### config.mk
export PLATFORM = sky130hd
export DESIGN_NAME = led_matrix_scanner_flat
export DESIGN_NICKNAME = d
export VERILOG_FILES = /design/src/rtl/led_matrix_pkg.sv /design/src/rtl/led_matrix_scanner_if.sv /design/src/rtl/led_matrix_framebuf.sv /design/src/rtl/led_matrix_scanner.sv /design/src/flat_wrapper.sv
export SDC_FILE = /design/constraint.sdc
export NUM_CORES = 1
export LEC_CHECK = 0
export BUFFER_PORTS_ARGS = -buffer_cell sky130_fd_sc_hd__buf_2
export CAP_MARGIN = 10
export CORE_MARGIN = 4
export CORE_UTILIZATION = 57
export CTS_CLUSTER_DIAMETER = 200
export DETAILED_ROUTE_END_ITERATION = 8
export GPL_ROUTABILITY_DRIVEN = 0
export PLACE_DENSITY_LB_ADDON = 0.3
export SLEW_MARGIN = 15
export SYNTH_ARGS = -nofsm -noshare
export SYNTH_HDL_FRONTEND = slang
export SYNTH_SLANG_ARGS = --single-unit
export TNS_END_PERCENT = 50
### constraint.sdc
create_clock -name clk -period 2 [get_ports clk]
set_input_delay 0.3 -clock clk [delete_from_list [all_inputs] [get_ports clk]]
set_output_delay 0.3 -clock clk [all_outputs]
set_load 0.05 [all_outputs]
### src/rtl/led_matrix_pkg.sv
// led_matrix_pkg: shared constants for the LED matrix scanner slice.
//   ROWS_DEF/COLS_DEF/DIV_DEF/BLANK_DEF : default geometry and timing.
//   idx_w()                             : counter width for an index range 0..n-1.
//   ROW_W_DEF/SLOT_W_DEF                : row-index and slot-index widths for the defaults.
package led_matrix_pkg;

    localparam int ROWS_DEF  = 8;
    localparam int COLS_DEF  = 8;
    localparam int DIV_DEF   = 256;
    localparam int BLANK_DEF = 4;

    // Brightness steps; the PWM limit divides the active window by this.
    localparam int PWM_LEVELS = 16;

    // Width of a counter spanning 0..n-1, never narrower than one bit.
    function automatic int idx_w(input int n);
        return (n > 1) ? $clog2(n) : 1;
    endfunction

    localparam int ROW_W_DEF  = idx_w(ROWS_DEF);
    localparam int SLOT_W_DEF = idx_w(DIV_DEF);

endpackage

### src/rtl/led_matrix_scanner_if.sv
// led_matrix_scanner_if: frame load handshake.
//   frame_in    : ROWS*COLS frame, bit r*COLS+c is row r, column c
//   frame_valid : frame_in is valid
//   frame_ready : a frame can be accepted
// master drives frames in, slave (the scanner) accepts them.
interface led_matrix_scanner_if
    import led_matrix_pkg::*;
#(
    parameter int ROWS = ROWS_DEF,
    parameter int COLS = COLS_DEF
);
    logic [ROWS*COLS-1:0] frame_in;
    logic                 frame_valid;
    logic                 frame_ready;

    modport master (output frame_in, output frame_valid, input  frame_ready);
    modport slave  (input  frame_in, input  frame_valid, output frame_ready);
endinterface

### src/rtl/led_matrix_framebuf.sv
// led_matrix_framebuf: shadow/display double buffer for the scanner.
//   clk, _rst    : clock, async active-low reset (clears both buffers and pending)
//   frame_in     : incoming frame, captured into shadow on valid && ready
//   frame_valid  : frame_in is valid
//   frame_ready  : high while no frame is pending
//   swap         : scan boundary; a pending frame moves shadow -> display here
//   display      : rows currently being scanned out
module led_matrix_framebuf
    import led_matrix_pkg::*;
#(
    parameter int ROWS = ROWS_DEF,
    parameter int COLS = COLS_DEF
) (
    input  logic                       clk,
    input  logic                       _rst,
    input  logic [ROWS*COLS-1:0]       frame_in,
    input  logic                       frame_valid,
    output logic                       frame_ready,
    input  logic                       swap,
    output logic [ROWS-1:0][COLS-1:0]  display
);

    logic                      pending;
    logic [ROWS-1:0][COLS-1:0] shadow;

    assign frame_ready = ~pending;

    // Accept and swap are exclusive: accept needs pending low, swap acts only
    // with pending high, so one edge never does both.
    always_ff @(posedge clk or negedge _rst) begin
        if (!_rst) begin
            pending <= 1'b0;
            shadow  <= '0;
            display <= '0;
        end else if (frame_valid && !pending) begin
            shadow  <= frame_in;
            pending <= 1'b1;
        end else if (swap && pending) begin
            display <= shadow;
            pending <= 1'b0;
        end
    end

endmodule

### src/rtl/led_matrix_scanner.sv
// led_matrix_scanner: row-multiplexed LED matrix driver with double-buffered frames.
//   clk, _rst   : clock, async active-low reset
//   frm         : frame load handshake (slave side)
//   brightness  : 4-bit PWM level, only when LED_MATRIX_PWM_EN is defined
//   row_out     : one-hot row drive, all-zero during the blank window
//   col_out     : column data of the driven row
//   frame_tick  : one-cycle pulse with the last active output of the last row
// Each row slot lasts DIV clocks; the first BLANK clocks are dark to stop ghosting.
// All outputs are registered and lag the counters by one clock.
// Optional feature macro: LED_MATRIX_PWM_EN (brightness gating of col_out).
module led_matrix_scanner
    import led_matrix_pkg::*;
#(
    parameter int ROWS  = ROWS_DEF,
    parameter int COLS  = COLS_DEF,
    parameter int DIV   = DIV_DEF,
    parameter int BLANK = BLANK_DEF
) (
    input  logic              clk,
    input  logic              _rst,
    led_matrix_scanner_if.slave frm,
`ifdef LED_MATRIX_PWM_EN
    input  logic [3:0]        brightness,
`endif
    output logic [ROWS-1:0]   row_out,
    output logic [COLS-1:0]   col_out,
    output logic              frame_tick
);

    localparam int ROW_W  = idx_w(ROWS);
    localparam int SLOT_W = idx_w(DIV);

    logic [ROW_W-1:0]          row;
    logic [SLOT_W-1:0]         slot;
    logic                      last_slot, boundary, active, col_en;
    logic [ROWS-1:0][COLS-1:0] display;

    assign last_slot = (slot == SLOT_W'(DIV - 1));
    assign boundary  = last_slot && (row == ROW_W'(ROWS - 1));
    assign active    = (slot >= SLOT_W'(BLANK));

    led_matrix_framebuf #(.ROWS(ROWS), .COLS(COLS)) u_fb (
        .clk         (clk),
        ._rst        (_rst),
        .frame_in    (frm.frame_in),
        .frame_valid (frm.frame_valid),
        .frame_ready (frm.frame_ready),
        .swap        (boundary),
        .display     (display)
    );

    always_ff @(posedge clk or negedge _rst) begin
        if (!_rst) begin
            slot <= '0;
            row  <= '0;
        end else if (last_slot) begin
            slot <= '0;
            row  <= (row == ROW_W'(ROWS - 1)) ? '0 : row + ROW_W'(1);
        end else begin
            slot <= slot + SLOT_W'(1);
        end
    end

`ifdef LED_MATRIX_PWM_EN
    // Wide enough for (15+1)*(DIV-BLANK) without overflow.
    localparam int PW = SLOT_W + 5;

    logic [3:0]    bright_q;
    logic [PW-1:0] on_limit, act_idx;

    // Brightness only moves at scan boundaries so a frame never mixes levels.
    always_ff @(posedge clk or negedge _rst) begin
        if (!_rst)         bright_q <= 4'd15;
        else if (boundary) bright_q <= brightness;
    end

    // act_idx wraps below BLANK, but active masks those slots anyway.
    always_comb begin
        on_limit = ((PW'(bright_q) + PW'(1)) * PW'(DIV - BLANK)) / PW'(PWM_LEVELS);
        act_idx  = PW'(slot) - PW'(BLANK);
        col_en   = (act_idx < on_limit);
    end
`else
    assign col_en = 1'b1;
`endif

    always_ff @(posedge clk or negedge _rst) begin
        if (!_rst) begin
            row_out    <= '0;
            col_out    <= '0;
            frame_tick <= 1'b0;
        end else begin
            row_out    <= active ? (ROWS'(1) << row) : '0;
            col_out    <= (active && col_en) ? display[row] : '0;
            frame_tick <= boundary;
        end
    end

endmodule
### src/flat_wrapper.sv
// flat-port wrapper written by rule: the top's interface ports become plain ports
module led_matrix_scanner_flat import led_matrix_pkg::*;
#(
    parameter int ROWS  = ROWS_DEF,
    parameter int COLS  = COLS_DEF,
    parameter int DIV   = DIV_DEF,
    parameter int BLANK = BLANK_DEF
)
  (clk, _rst, row_out, col_out, frame_tick, frm_frame_in, frm_frame_valid, frm_frame_ready);
  led_matrix_scanner_if #(.ROWS(ROWS), .COLS(COLS)) frm_i ();
  input  logic clk;
  input  logic _rst;
  output logic [ROWS-1:0] row_out;
  output logic [COLS-1:0] col_out;
  output logic frame_tick;
  input wire logic [$bits(frm_i.frame_in)-1:0] frm_frame_in;
  input wire logic [$bits(frm_i.frame_valid)-1:0] frm_frame_valid;
  output wire logic [$bits(frm_i.frame_ready)-1:0] frm_frame_ready;
  assign frm_i.frame_in = frm_frame_in;
  assign frm_i.frame_valid = frm_frame_valid;
  assign frm_frame_ready = frm_i.frame_ready;
  led_matrix_scanner #(.ROWS(ROWS), .COLS(COLS), .DIV(DIV), .BLANK(BLANK)) u_core (.clk(clk), ._rst(_rst), .frm(frm_i), .row_out(row_out), .col_out(col_out), .frame_tick(frame_tick));
endmodule
Word level (Yosys, flattened, before mapping)
Index checks and enable logic that the tools add are counted.
- add/sub/neg operators: 2
- order comparisons: 2
- eq/ne operators: 2
- shifts and indexed selects: 1
- muxes and demuxes: 8
- bitwise gates (word level): 2
- reduce and logical (&&, ||, !) cells: 6
- operators by type and width (cell ; count):
    8-bit 2-to-1 mux ; 4
    8-bit binary-select mux with 3-bit select ; 1
    8-bit by 1-bit adder with 8-bit output, second input constant ; 1
    8-bit equality test, second input constant ; 1
    8-bit by 3-bit >= comparator with 1-bit output, second input constant ; 1
    1-bit by 3-bit << shifter with 8-bit output, first input constant ; 1
    3-bit by 4-bit < comparator with 1-bit output, second input constant ; 1
    3-bit by 1-bit adder with 3-bit output, second input constant ; 1
    3-bit equality test, second input constant ; 1
    1-bit logical AND ; 3
    3-bit 2-to-1 mux ; 1
    1-bit 2-to-1 mux ; 2
    1-bit inverter ; 2
    2-bit AND reduction ; 1
    2-bit nonzero test ; 1
    1-bit logical NOT ; 1
- register bits after elaboration: 157
- input port bits: 67
- logic and storage cells: 45

Logic depth before layout (Yosys ltp)
- word-level depth: 5
- mapped depth: 6
- gate-level depth less buffers: 4

By module
From an unflattened synthesis, not the netlist that was laid out.
- cells, all modules: 424
- area total of the unflattened synthesis: 6711.4 µm²
- modules (own cells, without submodules) (module ; instances ; cells each ; area each (µm²)):
    led_matrix_framebuf ; 1 ; 275 ; 5026.1
    led_matrix_scanner ; 1 ; 149 ; 1685.4

Worst setup path after synthesis
No wires, ideal clock.
- path kind: reg-to-reg
- start point: register u_core.slot[0]
- end point: register u_core.u_fb.display[0] in the netlist's numbering
- setup time: 125 ps
- arrival: 1583 ps
- data required time: 1875 ps
- slack: 292 ps
- stages on the path, launching flop included: 7
- period minus slack after synthesis: 1708 ps
- path through: dfrtp_1 -> ha_1 -> and3_1 -> nand4_2 -> buf_6 -> buf_6 -> mux2_4
- cells in the longest elaborated chain, start to end: 4
- RTL lines (what ; RTL line ; source):
    start: declaration ; led_matrix_scanner.sv:34 ; logic [SLOT_W-1:0] slot;
    start signal: assignment ; led_matrix_scanner.sv:60 ; slot <= slot + SLOT_W'(1);
    8-bit equality test ; led_matrix_scanner.sv:38 ; assign last_slot = (slot == SLOT_W'(DIV - 1));
    1-bit logical AND ; led_matrix_scanner.sv:39 ; assign boundary = last_slot && (row == ROW_W'(ROWS - 1));
    1-bit logical AND ; led_matrix_framebuf.sv:38 ; end else if (swap && pending) begin
    2-bit AND reduction (no source line) ; -- ;
    end signal: assignment ; led_matrix_framebuf.sv:39 ; display <= shadow;
    end: declaration ; led_matrix_framebuf.sv:20 ; output logic [ROWS-1:0][COLS-1:0] display
No other way between the ends.
A chain may end at the register's enable or synchronous reset.

Final worst setup path
- start point: register u_core.row[0]
- end point: register u_core.u_fb.display[28] in the netlist's numbering
- cells in the longest elaborated chain, start to end: 4
- RTL lines (what ; RTL line ; source):
    start: declaration ; led_matrix_scanner.sv:33 ; logic [ROW_W-1:0] row;
    start signal: assignment ; led_matrix_scanner.sv:58 ; row <= (row == ROW_W'(ROWS - 1)) ? '0 : row + ROW_W'(1);
    3-bit equality test ; led_matrix_scanner.sv:39 ;
    1-bit logical AND ; led_matrix_scanner.sv:39 ;
    1-bit logical AND ; led_matrix_framebuf.sv:38 ;
    2-bit AND reduction (no source line) ; -- ;
No other way between the ends.

==> results_dict.tcl <==
set metrics [dict create \
    drive_above_1_share 0.507 \
    r2r_start "u_core.row[0]" \
    htreeDepth 4 \
    syn_to_final_growth_pct 18.3 \
    die_w_um 116 \
    p_leak_nw 4.00 \
    cpPeakStageDelay_ns 0.46 \
    layout_worst_path_cycle_share 0.934 \
    dieHeight_um 116 \
    hold_viol 0 \
    vias_per_cell 5.46 \
    critPathTopFamily "adder cells" \
    layout_common_cells "dfrtp_1, mux2_2, buf_2, mux2_4, clkbuf_16" \
    fin_tns_setup_ns 0 \
    crit_required_ns 2.30 \
    drt_wl_total_um 12300 \
    synth-compound-area-share 0.0270 \
    status "completed" \
    reg2reg_slack_ns 0.13 \
    cts_tree "yes" \
    powerDensity_nw_per_um2 893 \
    num_antenna_cells 0 \
    fin_skew_ns 0.0102 \
    insertion_delay_ns 0.42 \
    worst-endpoint-arrival_ns 2.17 \
    period_minus_slack_ns 1.87 \
    synthMuxAreaShare 0.297 \
    crit_chain "ha_1 > ha_1 > nand4_4 > buf_12 > mux2_2" \
    clkSinkCount 157 \
    antenna_found_initial 0 \
    crit_top_cell "ha_1" \
    drcViolationCount 0 \
    layout_commonest_cell "dfrtp_1" \
    cp_num_buf_inv 1 \
    hpwl_um 8370 \
    synth_seq_cells 157 \
    crit_start "u_core.row[0]" \
    path_class "reg2reg" \
    endpoint "u_core.u_fb.display[28]" \
    reg2reg_to "u_core.u_fb.display[28]" \
    wl_per_cell_um 18.2 \
    cts_setup_buffers 0 \
    synth_adder_area_share 0.0151 \
    grt_pass1_wl_um 20100 \
    hold_buffers 1 \
    hold_path.class "in2reg" \
    cp.depth 5 \
    r2r_cells 5 \
    synth_top_family_by_area "multiplexers" \
    critPathSlowestCell "dfrtp_1" \
    yosys_warnings 0 \
    first_global_vias 3927 \
    yosysSeqAreaShare 0.593 \
    max-slew-margin-rel 0.566 \
    startpoint_type "register" \
    cts_resized 0 \
    synth.distinct_cells 32 \
    syn_inst 429 \
    synth_simple_gate_area_share 0.0370 \
    dp.cells 644 \
    worst_pin_slew_ns 0.649 \
    die-area_um2 13400 \
    synth-xor-area-share 0.00529 \
    rsz0062_at_grt "no" \
    port-buffer-count 84 \
    power_mw 7.00 \
    drtAntennaViolNets 0 \
    critPathMaxFanout 40 \
    start_util 0.580 \
    synth_fp_nets 504 \
    dpl_cell_area_um2 7230 \
    pin_count 85 \
    vias 3695 \
    slew_viol_final 0 \
    setup_viol 0 \
    syn_avg_cell_area_um2 15.4 \
    stdcell_area_um2 7840 \
    stdcell_count 677 \
    grt_max_degree 55 \
    cts-root-buf "clkbuf_16" \
    grt_overflow 0 \
    rows 39 \
    fmax_ghz 0.535 \
    peakVddDrop_v 0.000997 \
    path_clk_slew_ns 0.06 \
    grt_use_total 0.200 \
    clockBufferDepth 2 \
    numCtsBuffers 17 \
    core_area_um2 11400 \
    drt_pass1_iterations 5 \
    maxCapViolations 0 \
    first_iter_violations 254 \
    synth.cell_area_um2 6630 \
    final_nets 596 \
    crit_path_end_kind "register" \
]
-- synth_stat cells (all sizes together) --
library cell / count / area (um2)
a21oi: 4 / 20.0
a22o: 8 / 70.1
and2: 2 / 12.5
and3: 9 / 56.3
and4: 1 / 11.3
buf: 21 / 139
clkbuf: 1 / 3.75
dfrtp: 157 / 3930
ha: 8 / 100
inv: 8 / 30.0
mux2: 144 / 1810
mux2i: 16 / 160
nand2: 3 / 11.3
nand2b: 1 / 6.26
nand3: 6 / 30.0
nand4: 2 / 18.8
nor2: 7 / 26.3
nor2b: 3 / 18.8
nor3: 8 / 40.0
o21a: 1 / 7.51
o21ai: 3 / 15.0
o22ai: 8 / 50.1
o31ai: 1 / 7.51
o41ai: 1 / 8.76
or3: 1 / 6.26
or4: 1 / 7.51
xnor2: 2 / 17.5
xor2: 2 / 17.5
-- flip-flops by register name (all words and copies together), names as in the netlist --
name / cells
u_core.frame_tick: 1
u_core.col_out: 8
u_core.slot: 8
u_core.u_fb.display: 64
u_core.row: 3
u_core.u_fb.shadow: 64
u_core.row_out: 8
u_core.u_fb.pending: 1
-- power by group --
part | leakage [nW] | internal [mW] | switching [mW]
clock network | 0.297 | 2.02 | 1.23
registers | 2.04 | 3.35 | 0.103
logic | 1.66 | 0.181 | 0.119
total | 4.00 | 5.55 | 1.45
-- kinds of logic (layout without fill, tap and decap cells) --
kind of cell             after synthesis  in the layout
multiplexers                         160            160
XOR/XNOR                               4              4
adder cells (fa/ha/maj)                8              8
flip-flops                           157            157
buffers and inverters                 30            135
AO/OA/AOI/OAI                         26             26
AND/OR/NAND/NOR                       44             44
-- worst min-delay path by stage --
| stage | start | end | slack, ns | depth (start not counted) |
|---|---|---|---|---|
| after global routing | frm_frame_in[54] | u_core.u_fb.shadow[54] | 0.09 | 2 |
| after CTS | frm_frame_in[33] | u_core.u_fb.shadow[33] | 0.09 | 2 |
| after detailed placement | _rst | u_core.frame_tick | 0.30 | 1 |
| after floorplan | _rst | u_core.col_out[0] | 0.004 | 0 |
| final | frm_frame_in[33] | u_core.u_fb.shadow[33] | 0.11 | 2 |
| after global placement | _rst | u_core.slot[5] | 0.29 | 1 |
-- metal layers --
metal / routed length, um / vias to the layer above / GRT usage / part of all wire
met3: 738 / 15 / 0.0689 / 0.060
met4: 177 / 0 / 0.0735 / 0.014
li1: - / 1723 / - / -
met2: 6000 / 97 / 0.315 / 0.49
met1: 5430 / 1860 / 0.259 / 0.44
met5: 0 / - / 0 / 0
-- final cells by class --
type,count,area (um2)
clock buffers,21,460
clock inverters,11,140
fillers,806,3580
inverters,8,30.0
multi-input cells,242,2540
flip-flops and latches,157,3930
well taps,143,179
repair buffers,95,562
-- worst register-to-register path, stage by stage (launching register included) --
cell and delay (ns):
dfrtp_1 0.46, ha_1 0.26, ha_1 0.25, nand4_4 0.12
buf_12 0.28, mux2_2 0.39
-- metrics by stage --
stage	util	setup WS (ns)	hold WS (ns)
final	0.687	0.131	0.109
after global routing	0.687	0.0746	0.0888
after CTS	0.687	0.136	0.0930
after detailed placement	0.633	0.133	0.296
after global placement	0.633	0.212	0.285
after floorplan	-	0.292	0.00441
(Power assumes the default switching activity.)
